--- config.mk ---
export PLATFORM = sky130hd
export DESIGN_NAME = iter_alu_responder
export DESIGN_NICKNAME = d
export VERILOG_FILES = /design/src/rtl/iter_alu_responder.sv
export SDC_FILE = /design/constraint.sdc
export NUM_CORES = 1
export LEC_CHECK = 0
export ABC_AREA = 1
export BUFFER_PORTS_ARGS = -buffer_cell sky130_fd_sc_hd__buf_4
export CAP_MARGIN = 0
export CORE_MARGIN = 5
export CORE_UTILIZATION = 53
export DETAILED_ROUTE_END_ITERATION = 10
export MAX_ROUTING_LAYER = met4
export PLACE_DENSITY = 0.79
export SYNTH_ARGS = -nofsm -noshare
export SYNTH_HDL_FRONTEND = slang
export SYNTH_SLANG_ARGS = --single-unit
--- constraint.sdc ---
create_clock -name clk -period 5.52 [get_ports clk]
set_input_delay 0.828 -clock clk [delete_from_list [all_inputs] [get_ports clk]]
set_output_delay 0.828 -clock clk [all_outputs]
set_load 0.01 [all_outputs]
--- src/rtl/iter_alu_responder.sv ---
// Multi-cycle Y86-64 OPq execute unit (ADD/SUB/AND/XOR) behind a request/response handshake.
// Each BUSY cycle processes one CHUNK-wide slice, and the carry is held between cycles.
module iter_alu_responder #(
    parameter int WIDTH = 64,
    parameter int CHUNK = 16
) (
    input  logic             clk,
    input  logic             reset,
    input  logic             req_valid,
    output logic             req_ready,
    input  logic [3:0]       req_ifun,
    input  logic [WIDTH-1:0] req_a,
    input  logic [WIDTH-1:0] req_b,
    output logic             rsp_valid,
    input  logic             rsp_ready,
    output logic [WIDTH-1:0] rsp_result,
    output logic             rsp_zf,
    output logic             rsp_sf,
    output logic             rsp_of,
    output logic             rsp_err
);

    localparam int NCHUNK = WIDTH / CHUNK;
    localparam int CW     = (NCHUNK > 1) ? $clog2(NCHUNK) : 1;

    typedef enum logic [1:0] {S_IDLE, S_BUSY, S_DONE} state_t;
    typedef enum logic [1:0] {OP_ADD, OP_SUB, OP_AND, OP_XOR} op_t;

    state_t           r_state;
    op_t              r_op;
    logic             r_inv;
    logic [WIDTH-1:0] r_a;
    logic [WIDTH-1:0] r_b;
    logic [WIDTH-1:0] r_acc;
    logic [CW-1:0]    r_cnt;
    logic             r_carry;
    logic             r_req_ready;
    logic             r_rsp_valid;
    logic [WIDTH-1:0] r_rsp_result;
    logic             r_zf;
    logic             r_sf;
    logic             r_of;
    logic             r_err;

    logic [CHUNK-1:0] w_a_chunk;
    logic [CHUNK-1:0] w_b_chunk;
    logic [CHUNK-1:0] w_a_op;
    logic [CHUNK:0]   w_sum;
    logic [CHUNK-1:0] w_chunk;
    logic [WIDTH-1:0] w_next_acc;
    logic             w_last;
    logic             w_zf;
    logic             w_sf;
    logic             w_of;

    // NOTE: every signal written here gets a default first, so no path can infer a latch.
    always_comb begin
        w_a_chunk  = '0;
        w_b_chunk  = '0;
        for (int i = 0; i < NCHUNK; i++) begin
            if (r_cnt == CW'(i)) begin
                w_a_chunk = r_a[i*CHUNK +: CHUNK];
                w_b_chunk = r_b[i*CHUNK +: CHUNK];
            end
        end

        // Subtraction is b + ~a + 1, with the +1 entering as the initial carry.
        w_a_op = (r_op == OP_SUB) ? ~w_a_chunk : w_a_chunk;
        w_sum  = {1'b0, w_b_chunk} + {1'b0, w_a_op} + {{CHUNK{1'b0}}, r_carry};

        unique case (r_op)
            OP_AND:  w_chunk = w_a_chunk & w_b_chunk;
            OP_XOR:  w_chunk = w_a_chunk ^ w_b_chunk;
            default: w_chunk = w_sum[CHUNK-1:0];
        endcase

        w_next_acc = r_acc;
        for (int i = 0; i < NCHUNK; i++) begin
            if (r_cnt == CW'(i)) begin
                w_next_acc[i*CHUNK +: CHUNK] = w_chunk;
            end
        end

        w_last = (r_cnt == CW'(NCHUNK - 1));
        w_zf   = (w_next_acc == '0);
        w_sf   = w_next_acc[WIDTH-1];
        unique case (r_op)
            OP_ADD:  w_of = (r_a[WIDTH-1] == r_b[WIDTH-1]) && (w_next_acc[WIDTH-1] != r_a[WIDTH-1]);
            OP_SUB:  w_of = (r_a[WIDTH-1] != r_b[WIDTH-1]) && (w_next_acc[WIDTH-1] != r_b[WIDTH-1]);
            default: w_of = 1'b0;
        endcase
    end

    // NOTE: sequential state uses non-blocking assignments only, so every read sees the pre-edge value.
    always_ff @(posedge clk) begin
        if (reset) begin
            r_state      <= S_IDLE;
            r_op         <= OP_ADD;
            r_inv        <= 1'b0;
            r_a          <= '0;
            r_b          <= '0;
            r_acc        <= '0;
            r_cnt        <= '0;
            r_carry      <= 1'b0;
            r_req_ready  <= 1'b1;
            r_rsp_valid  <= 1'b0;
            r_rsp_result <= '0;
            r_zf         <= 1'b0;
            r_sf         <= 1'b0;
            r_of         <= 1'b0;
            r_err        <= 1'b0;
        end else begin
            unique case (r_state)
                S_IDLE: begin
                    if (req_valid && r_req_ready) begin
                        r_a         <= req_a;
                        r_b         <= req_b;
                        r_op        <= op_t'(req_ifun[1:0]);
                        r_inv       <= |req_ifun[3:2];
                        r_cnt       <= '0;
                        r_carry     <= (req_ifun == 4'd1);
                        r_req_ready <= 1'b0;
                        r_state     <= S_BUSY;
                    end
                end
                S_BUSY: begin
                    // Invalid functions spend a single BUSY cycle, then respond with an error.
                    if (r_inv) begin
                        r_rsp_result <= '0;
                        r_zf         <= 1'b0;
                        r_sf         <= 1'b0;
                        r_of         <= 1'b0;
                        r_err        <= 1'b1;
                        r_rsp_valid  <= 1'b1;
                        r_state      <= S_DONE;
                    end else begin
                        r_acc   <= w_next_acc;
                        r_carry <= w_sum[CHUNK];
                        r_cnt   <= r_cnt + CW'(1);
                        if (w_last) begin
                            r_rsp_result <= w_next_acc;
                            r_zf         <= w_zf;
                            r_sf         <= w_sf;
                            r_of         <= w_of;
                            r_err        <= 1'b0;
                            r_rsp_valid  <= 1'b1;
                            r_state      <= S_DONE;
                        end
                    end
                end
                S_DONE: begin
                    if (rsp_ready) begin
                        r_rsp_valid <= 1'b0;
                        r_req_ready <= 1'b1;
                        r_state     <= S_IDLE;
                    end
                end
                default: begin
                    r_rsp_valid <= 1'b0;
                    r_req_ready <= 1'b1;
                    r_state     <= S_IDLE;
                end
            endcase
        end
    end

    assign req_ready  = r_req_ready;
    assign rsp_valid  = r_rsp_valid;
    assign rsp_result = r_rsp_result;
    assign rsp_zf     = r_zf;
    assign rsp_sf     = r_sf;
    assign rsp_of     = r_of;
    assign rsp_err    = r_err;

endmodule
==> results of run 1 <==
[critical path, cell delays in order (launching register included)]
cell     delay [ps]
dfxtp_1         330
inv_1           110
ha_2            410
inv_2           230
buf_4           260
nand3_1          80
nand2_1          90
a22oi_1         290
fa_1            240
inv_1           100
fa_1            490
o21ai_0         510
nand3_1         170
nand2_1         110
nand2_1          60
nor2_1          100
nand2_1          60
nor2_1          140
nand2_1          70
nor2_1          120
nand2_1          60
nor2_1          130
nand3_1         110
a21oi_2         110
[registers in the layout, indices dropped and copies added, names as in the netlist, 2 cells and up]
name	flops
r_a	64
r_cnt	2
r_b	64
rsp_result	64
r_acc	64
r_state	2
r_op	2
[synth_stat cells, drive strengths merged, types with 2 or more instances]
master / n
or2: 36
nor2: 336
nor3: 2
xor2: 15
nand3: 163
o21bai: 2
inv: 140
buf: 31
fa: 2
and2: 3
a21oi: 196
mux2i: 7
a22o: 11
a31oi: 2
nand2: 426
dfxtp: 269
nand3b: 2
clkbuf: 96
o211ai: 2
clkinv: 2
o21ai: 200
nand4: 13
ha: 35
[logic make-up after synthesis]
group           Yosys count  share of synthesized area
fa+ha+maj                37                     0.0356
simple gates            981                      0.307
flops                   269                      0.401
xor+xnor                 16                     0.0104
buf+inv                 269                     0.0790
mux                       7                    0.00522
compound gates          417                      0.161
[power groups by stage]
stage / clock network, uW / logic (uW) / registers, uW
finish: 1920 / 2230 / 2220
global placement: 0 / 2160 / 2250
detailed placement: 0 / 2170 / 2250
CTS: 1940 / 2190 / 2210
floorplan: 0 / 1510 / 2220
global route: 2040 / 2490 / 2230
[layer usage]
metal	track usage	vias to the layer above	wire length, um
li1	-	6709	-
met1	0.421	6225	19100
met2	0.434	600	18300
met3	0.0582	61	3950
met4	0.0623	0	858
met5	-	-	0
[worst max path at each step]
stage	from	endpoint	slack, ps	depth (start not counted)
floorplan	r_cnt[0]$_SDFFE_PP0P_	rsp_zf$_SDFFE_PP0P_	1830	25
global placement	r_cnt[0]$_SDFFE_PP0P_	rsp_zf$_SDFFE_PP0P_	1250	24
detailed placement	r_cnt[0]$_SDFFE_PP0P_	rsp_zf$_SDFFE_PP0P_	1170	24
CTS	r_cnt[0]$_SDFFE_PP0P_	rsp_zf$_SDFFE_PP0P_	1150	24
global route	r_cnt[0]$_SDFFE_PP0P_	rsp_zf$_SDFFE_PP0P_	670	24
finish	r_cnt[1]$_SDFFE_PP0P_	rsp_zf$_SDFFE_PP0P_	1060	23
[per-stage QoR]
step | instance area (um^2) | instances | hold slack, ps | setup WS [ps] | utilization
6_report | 16000 | 2470 | 463 | 1060 | 0.637
5_1_grt | 16000 | 2470 | 473 | 673 | 0.637
4_1_cts | 16000 | 2470 | 460 | 1150 | 0.637
3_5_place_dp | 15000 | 2420 | 451 | 1170 | 0.599
3_3_place_gp | 15000 | 2420 | 447 | 1250 | 0.599
2_1_floorplan | 13400 | 1996 | 430 | 1830 | -
[area by class of cell]
class	count	share of cell area
Clock buffer	38	0.0520
Clock inverter	12	0.00784
Inverter	142	0.0339
Multi-Input combinational cell	1458	0.438
Sequential cell	269	0.337
Tap cell	330	0.0259
Timing Repair Buffer	221	0.105
==> summary.md, run 1 <==
| Metric | Value |
|---|---|
| R2r setup slk | `1060 ps` |
| Initial DRC count | `1428` |
| Logic gate share of total power | `0.350` |
| Most common cell after layout, fill and taps aside | `nand2_1` |
| FF+latch area | `5390 um^2` |
| PD cells | `approximately 400 nW/um^2` |
| Yosys top cell area share | `0.401` |
| Final hold vios | `0` |
| Crit Path Class | `register to register` |
| Async S/R FF share, synth | `0` |
| Hold path cells | `2` |
| Area leader, netlist | `dfxtp_1` |
| Crit-path max FO | `17` |
| Die Ht | `169 um` |
| Die area | `between 20000 and 30000 um^2` |
| Routed vias/inst | `5.50` |
| Worst Tran Pin Value | `1170 ps` |
| Die Span X | `169 um` |
| Worst Setup End Kind | `register` |
| Total negative slack | `0 ps` |
| CTS resizes | `0` |
| Area of the multi-input gates | `7000 um^2` |
| Worst hold path type | `register to register` |
| Predominant post-synthesis flop cell | `dfxtp_1` |
| Largest net degree at the start of global routing | `135` |
| Sw Ratio | `0.378` |
| CTS buffer count | `28` |
| Final Net Count | `approximately 2300` |
| Aggregate global-route resource usage | `0.294` |
| Placer Congestion | `0.991` |
| Worst rel slew slack | `0.220` |
| Synthesis Warnings | `0` |
| Bufs on Longest Clock Path | `3` |
| Seq pwr share | `0.348` |
| Layout fillers | `2310` |
| Register area share after synthesis | `0.401` |
| Post-DRT Antenna Nets | `0` |
| Reg-to-reg startpoint | `r_cnt[1]$_SDFFE_PP0P_` |
| Seq cells post-synth | `approximately 270` |
| Syn Nets | `2169` |
| Minimum clock period | `about 4500 ps` |
| Core area | `25000 um^2` |
| Max Cap Violations | `0` |
| Post-CTS setup repair buffer count | `0` |
| Most frequent cells in the layout | `nand2_1, nor2_1, dfxtp_1` |
| Htree depth | `1` |
| Number of synthesized flops with an enable pin | `0` |
| Wirelength, routed | `42.2 mm` |
| I/O Buffers | `205` |
| CP arrival | `4930 ps` |
| Min-delay src | `r_acc[2]$_SDFFE_PP0P_` |
| Startpoint types | `register` |
| CTS tree | `built` |
| Worst clock skew | `16.0 ps` |
| Top achievable clock speed | `224 MHz` |
| Static Leak | `0.00737 uW` |
| RSZ-0062 raised after global routing | `no` |
| Initial antenna violation count | `0` |
| Clock sink count | `269` |
| Number of global-route vias before repair | `~12000` |
| First-pass GRT wire length | `roughly 67 mm` |
| Top cells by area, synth | `dfxtp_1, nand2_1, nor2_1, a21oi_1, o21ai_0` |
| Hpwl dp | `30.9 mm` |
| Clock-pin slew on the worst setup and hold paths | `60 ps` |
| Drt pass-1 iters | `8` |
| Synth Cell Area | `13400 um^2` |
| Worst skew pair latency | `540 ps` |
| Total power | `between 6000 and 7000 uW` |
| Syn avg cell area | `6.72 um^2` |
| Drt wl/cell | `17.1 um` |
| Share of cells above drive strength 1 | `0.165` |
| Via count | `13595` |
| Switching power | `2410 uW` |
| Synth Instances | `around 2000` |
| Status | `finished, final reports clean` |
| Hold-fix buffers, CTS | `0` |
| ANT cells | `0` |
| Number of library cell types mapped by synthesis | `40` |
| Final-report setup violation count | `0` |
| Drc violations | `0` |
| Starting Density | `0.536` |
| Area Growth Syn to Fin | `18.9%` |
| Tcrit/Tclk final | `0.808` |
| FF-to-FF path depth | `23` |
| Total congestion overflow | `0` |
| Clock network power share | `0.302` |
| End of the worst hold path | `r_acc[2]$_SDFFE_PP0P_` |
| Root buffer cell | `clkbuf_16` |
| RR Endpoint | `rsp_zf$_SDFFE_PP0P_` |
| P_int | `about 4000 uW` |
| Row cnt | `58` |
| Final slew viol count | `0` |
| Ports | `206` |
| VDD IR-drop max | `0.248 mV` |
| Crit path required time | `approximately 6000 ps` |
Power figures use the tool's default switching activity.
==> run 2, diff against run 1 <==
--- a/config.mk
+++ b/config.mk
@@ -9,10 +9,10 @@
 export BUFFER_PORTS_ARGS = -buffer_cell sky130_fd_sc_hd__buf_4
 export CAP_MARGIN = 0
 export CORE_MARGIN = 5
-export CORE_UTILIZATION = 53
+export CORE_UTILIZATION = 52
 export DETAILED_ROUTE_END_ITERATION = 10
 export MAX_ROUTING_LAYER = met4
-export PLACE_DENSITY = 0.79
+export PLACE_DENSITY = 0.81
 export SYNTH_ARGS = -nofsm -noshare
 export SYNTH_HDL_FRONTEND = slang
 export SYNTH_SLANG_ARGS = --single-unit
==> constraint.sdc (replaced) <==
create_clock -name clk -period 4 [get_ports clk]
set_input_delay 0.6 -clock clk [delete_from_list [all_inputs] [get_ports clk]]
set_output_delay 0.6 -clock clk [all_outputs]
set_load 0.01 [all_outputs]
==> summary.md, run 2 (same netlist as run 1, synthesis figures left out) <==
| Metric | Value |
|---|---|
| Status | `finished, final reports clean` |
| VDD IR-drop max | `approximately 0.36 mV` |
| PD cells | `550 nW/um^2` |
| Worst skew pair latency | `approximately 550 ps` |
| Final Net Count | `2332` |
| RR Endpoint | `rsp_zf$_SDFFE_PP0P_` |
| FF-to-FF path depth | `26` |
| Most frequent cells in the layout | `nand2_1, nor2_1, dfxtp_1` |
| Startpoint types | `register` |
| Via count | `13776` |
| Tcrit/Tclk final | `0.953` |
| Initial DRC count | `1618` |
| Bufs on Longest Clock Path | `3` |
| Worst Setup SP | `r_cnt[0]$_SDFFE_PP0P_` |
| Placer Congestion | `0.989` |
| CTS tree | `built` |
| Total congestion overflow | `0` |
| Static Leak | `0.00759 uW` |
| Number of global-route vias before repair | `12743` |
| Final core area utilization | `0.649` |
| Pre-CTS setup slack | `-77.2 ps` |
| Clock sink count | `269` |
| Root buffer cell | `clkbuf_16` |
| Drt wl/cell | `16.9 um` |
| Worst Setup End Kind | `register` |
| Final slew viol count | `0` |
| Initial antenna violation count | `0` |
| Final-report setup violation count | `0` |
| Worst clock skew | `12.8 ps` |
| Core area | `25300 um^2` |
| Row cnt | `58` |
| Ports | `206` |
| Hpwl dp | `31.1 mm` |
| Worst Tran Pin Value | `1080 ps` |
| Routed vias/inst | `5.49` |
| Placed cell count | `~2500` |
| Final WS setup | `186 ps` |
| Drt pass-1 iters | `6` |
| R2r setup slk | `190 ps` |
| Starting Density | `0.530` |
| Crit path to | `rsp_zf$_SDFFE_PP0P_` |
| First-pass GRT wire length | `66.6 mm` |
| Largest net degree at the start of global routing | `around 130` |
| Htree depth | `1` |
| Crit-path max FO | `12` |
| Die Ht | `171 um` |
| Wirelength, routed | `42.3 mm` |
| Die Span X | `171 um` |
| Most common cell after layout, fill and taps aside | `nand2_1` |
| Die area | `29100 um^2` |
| Finished Cell Area | `16400 um^2` |
| Final hold vios | `0` |
| ANT cells | `0` |
| Worst rel slew slack | `0.281` |
| Aggregate global-route resource usage | `0.288` |
| Post-DRT Antenna Nets | `0` |
| CTS buffer count | `28` |
| Crit path required time | `4480 ps` |
| Top achievable clock speed | `262 MHz` |
| I/O Buffers | `205` |
| Drc violations | `0` |
| DP Area | `~15000 um^2` |
| Minimum clock period | `3810 ps` |
| Share of cells above drive strength 1 | `0.191` |
| Area Growth Syn to Fin | `22.5%` |
| Total power | `slightly above 9000 uW` |
| Worst hold path type | `input pin to register` |
| Finished Layout Cells | `2510` |
| CP arrival | `4300 ps` |
| Max Cap Violations | `0` |
| Reg-to-reg startpoint | `r_cnt[0]$_SDFFE_PP0P_` |
| Crit Path Class | `register to register` |
| Clock-pin slew on the worst setup and hold paths | `60 ps` |
## run 2: cell types whose count changed in the layout (fill, tap and decap cells not counted), moves of 3 or more
cell / previous run / this run
buf_12: 1 / 8
a21oi_1: 194 / 187
o21ai_0: 188 / 183
o21ai_1: 10 / 14
nand3_2: 12 / 15
a21oi_2: 2 / 9
nand3_1: 151 / 147
mux2i_1: 7 / 4
buf_4: 220 / 252
## run 2: repair_timing
item,4_1_cts,5_1_grt
pin swaps,0,2
cloned,0,0
gates resized for setup,1,34
hold buffers,0,0
endpoints found under the setup margin,1,9
setup buffers,0,1
## run 2: critical path: stages (launching register included)
cell,delay [ps]
dfxtp_2,350
inv_1,130
ha_2,250
inv_4,90
nand3_1,90
o21ai_0,110
a21oi_2,200
xnor2_1,110
fa_1,430
inv_2,90
fa_2,250
nand2_1,70
nand2_1,110
nand3_2,90
nand2_2,100
nand2_1,60
nand3_1,140
nand2_2,160
o21bai_1,210
nand2_1,80
nor2_1,150
nand2_1,70
clkinv_1,50
nand2_1,40
nor2_1,90
nand3_1,100
a21oi_2,120
## run 2: final cells by class
class | count | area, um^2
Fill cell | 2259 | 8880
Sequential cell | 269 | 5390
Clock inverter | 14 | 144
Clock buffer | 37 | 795
Multi-Input combinational cell | 1458 | 7110
Inverter | 142 | 546
Timing Repair Buffer | 260 | 2050
Tap cell | 330 | 413
## run 2: stage by stage
step	setup TNS (ps)	hold slack, ps
3_3_place_gp	0	447
3_5_place_dp	-77.2	452
5_1_grt	-46.4	274
4_1_cts	0	258
6_report	0	273
2_1_floorplan	0	430
## run 2: worst min path at each step
stage	start	end	slack [ps]	cells after the start
6_report	req_b[15]	r_b[15]$_SDFFE_PP0P_	270	3
5_1_grt	req_b[57]	r_b[57]$_SDFFE_PP0P_	270	3
4_1_cts	req_b[42]	r_b[42]$_SDFFE_PP0P_	260	3
3_5_place_dp	r_acc[2]$_SDFFE_PP0P_	r_acc[2]$_SDFFE_PP0P_	450	2
3_3_place_gp	r_acc[26]$_SDFFE_PP0P_	r_acc[26]$_SDFFE_PP0P_	450	2
2_1_floorplan	r_b[32]$_SDFFE_PP0P_	r_b[32]$_SDFFE_PP0P_	430	2
## run 2: power by group
part | switching, uW | internal (uW)
registers | 152 | 2920
logic | 2160 | 1180
clock network | 1110 | 1530
## run 2: per-layer routing
| layer | track usage | part of all wire |
|---|---|---|
| met5 | - | 0 |
| met4 | 0.0757 | 0.027 |
| met3 | 0.0511 | 0.090 |
| met2 | 0.425 | 0.43 |
| met1 | 0.409 | 0.45 |
==> run 3, diff against run 2 <==
--- a/config.mk
+++ b/config.mk
@@ -9,10 +9,10 @@
 export BUFFER_PORTS_ARGS = -buffer_cell sky130_fd_sc_hd__buf_4
 export CAP_MARGIN = 0
 export CORE_MARGIN = 5
-export CORE_UTILIZATION = 52
+export CORE_UTILIZATION = 53
 export DETAILED_ROUTE_END_ITERATION = 10
 export MAX_ROUTING_LAYER = met4
-export PLACE_DENSITY = 0.81
+export PLACE_DENSITY = 0.79
 export SYNTH_ARGS = -nofsm -noshare
 export SYNTH_HDL_FRONTEND = slang
 export SYNTH_SLANG_ARGS = --single-unit
==> constraint.sdc (replaced) <==
create_clock -name clk -period 4.55 [get_ports clk]
set_input_delay 0.6825 -clock clk [delete_from_list [all_inputs] [get_ports clk]]
set_output_delay 0.6825 -clock clk [all_outputs]
set_load 0.01 [all_outputs]
==> summary.md, run 3 (same netlist as run 1, synthesis figures left out) <==
| Metric | Value |
|---|---|
| FF-to-FF path depth | `25` |
| Die area | `about 29000 um^2` |
| Initial DRC count | `between 1500 and 2000` |
| Final hold vios | `0` |
| Status | `finished, final reports clean` |
| Top delay family on crit path | `simple AND/OR/NAND/NOR gates` |
| Most common cell after layout, fill and taps aside | `nand2_1` |
| Reg-to-reg startpoint | `r_cnt[0]$_SDFFE_PP0P_` |
| Hpwl dp | `30.5 mm` |
| I/O Buffers | `~210` |
| Minimum clock period | `4170 ps` |
| Aggregate global-route resource usage | `0.294` |
| ANT cells | `0` |
| Static Leak | `roughly 0.0074 uW` |
| Hold path cells | `3` |
| CTS tree | `built` |
| Worst rel slew slack | `0.242` |
| Clock-pin slew on the worst setup and hold paths | `around 70 ps` |
| Total congestion overflow | `0` |
| First-pass GRT wire length | `67.1 mm` |
| Post-CTS setup repair buffer count | `0` |
| Top cell by count, worst path | `nand2_1` |
| Max Cap Violations | `0` |
| Startpoint types | `register` |
| Slowest stage delay, CP | `450 ps` |
| Crit-path max FO | `16` |
| Ports | `about 210` |
| Worst skew pair latency | `560 ps` |
| Crit path max-delay cell type | `dfxtp_1` |
| VDD IR-drop max | `0.401 mV` |
| DP Area | `15100 um^2` |
| Final WS setup | `385 ps` |
| Die Ht | `169 um` |
| CTS buffer count | `27` |
| Bufs on Longest Clock Path | `3` |
| R2r setup slk | `380 ps` |
| Crit Path Class | `register to register` |
| PD cells | `484 nW/um^2` |
| Layout fillers | `2303` |
| Worst Tran Pin Value | `1140 ps` |
| Finished Cell Area | `16100 um^2` |
| Most frequent cells in the layout | `nand2_1, nor2_1, dfxtp_1` |
| Worst path bufs/invs | `4` |
| Post-DRT Antenna Nets | `0` |
| Final slew viol count | `0` |
| Top achievable clock speed | `240 MHz` |
| Initial antenna violation count | `0` |
| Routed vias/inst | `around 5.5` |
| Core area | `between 20000 and 30000 um^2` |
| Row cnt | `58` |
| CP arrival | `4650 ps` |
| Tcrit/Tclk final | `0.915` |
| Pre-CTS setup slack | `292 ps` |
| Wirelength, routed | `42.2 mm` |
| Number of global-route vias before repair | `approximately 13000` |
| Worst hold path type | `input pin to register` |
| RSZ-0062 raised after global routing | `no` |
| Root buffer cell | `clkbuf_16` |
| Worst clock skew | `12.8 ps` |
| Via count | `13697` |
| Starting Density | `0.536` |
| Largest net degree at the start of global routing | `131` |
| Final-report setup violation count | `0` |
| Htree depth | `1` |
| Worst Setup End Kind | `register` |
| Area Growth Syn to Fin | `19.8%` |
| Crit path required time | `~5000 ps` |
| Die Span X | `169 um` |
| Share of cells above drive strength 1 | `0.171` |
| Min-delay src | `req_a[61]` |
| Total negative slack | `0 ps` |
| Placer Congestion | `about 0.97` |
| End of the worst hold path | `r_a[61]$_SDFFE_PP0P_` |
| RR Endpoint | `rsp_zf$_SDFFE_PP0P_` |
| Drt pass-1 iters | `6` |
| Clock sink count | `between 200 and 300` |
| Final Net Count | `2309` |
| Drt wl/cell | `~17 um` |
| Drc violations | `0` |
[run 3: worst max path at each step]
| stage | startpoint | to | slack [ps] | depth (start not counted) |
|---|---|---|---|---|
| 2_1_floorplan | r_cnt[0]$_SDFFE_PP0P_ | rsp_zf$_SDFFE_PP0P_ | 860 | 25 |
| 3_3_place_gp | r_cnt[1]$_SDFFE_PP0P_ | rsp_zf$_SDFFE_PP0P_ | 360 | 22 |
| 3_5_place_dp | r_cnt[1]$_SDFFE_PP0P_ | rsp_zf$_SDFFE_PP0P_ | 290 | 22 |
| 4_1_cts | r_cnt[0]$_SDFFE_PP0P_ | rsp_zf$_SDFFE_PP0P_ | 260 | 23 |
| 5_1_grt | r_cnt[0]$_SDFFE_PP0P_ | rsp_zf$_SDFFE_PP0P_ | 70 | 25 |
| 6_report | r_cnt[0]$_SDFFE_PP0P_ | rsp_zf$_SDFFE_PP0P_ | 380 | 25 |
[run 3: what timing repair did]
item | CTS | global route
resized for setup | 0 | 4
endpoints found under the setup margin | 0 | 1
hold buffers | 0 | 0
[run 3: worst min-delay path, cell delays in order]
cell	delay, ps
buf_4	80
nor2_1	30
nor2_1	80
[run 3: layout make-up]
type,instances,area [um^2],share of cell area
flip-flops and latches,269,5390,0.335
clock buffers,36,759,0.0472
multi-input cells,1458,7020,0.436
inverters,142,541,0.0336
clock inverters,12,178,0.0110
repair buffers,238,1790,0.111
well taps,330,413,0.0257
[run 3: through the flow]
step | instances | utilization | hold WS [ps] | power (uW)
after global routing | 2485 | 0.642 | 336 | 8240
final | 2485 | 0.642 | 343 | 7790
after detailed placement | 2437 | 0.604 | 450 | 5400
after CTS | 2485 | 0.641 | 333 | 7750
after floorplan | 1996 | - | 430 | 4530
after global placement | 2437 | 0.604 | 446 | 5380
[run 3: power by group]
group          total, uW  internal, uW  leakage, uW  switching, uW
Sequential          2700          2560      0.00220            135
Clock               2350          1400     0.000463            945
Combinational       2740           903      0.00478           1840
[run 3: per-layer routing]
| metal | track usage | vias to the layer above | wire (um) |
|---|---|---|---|
| li1 | - | 6732 | - |
| met4 | 0.0676 | 0 | 1050 |
| met5 | - | - | 0 |
| met1 | 0.421 | 6295 | 19000 |
| met3 | 0.0531 | 84 | 3640 |
| met2 | 0.435 | 586 | 18500 |
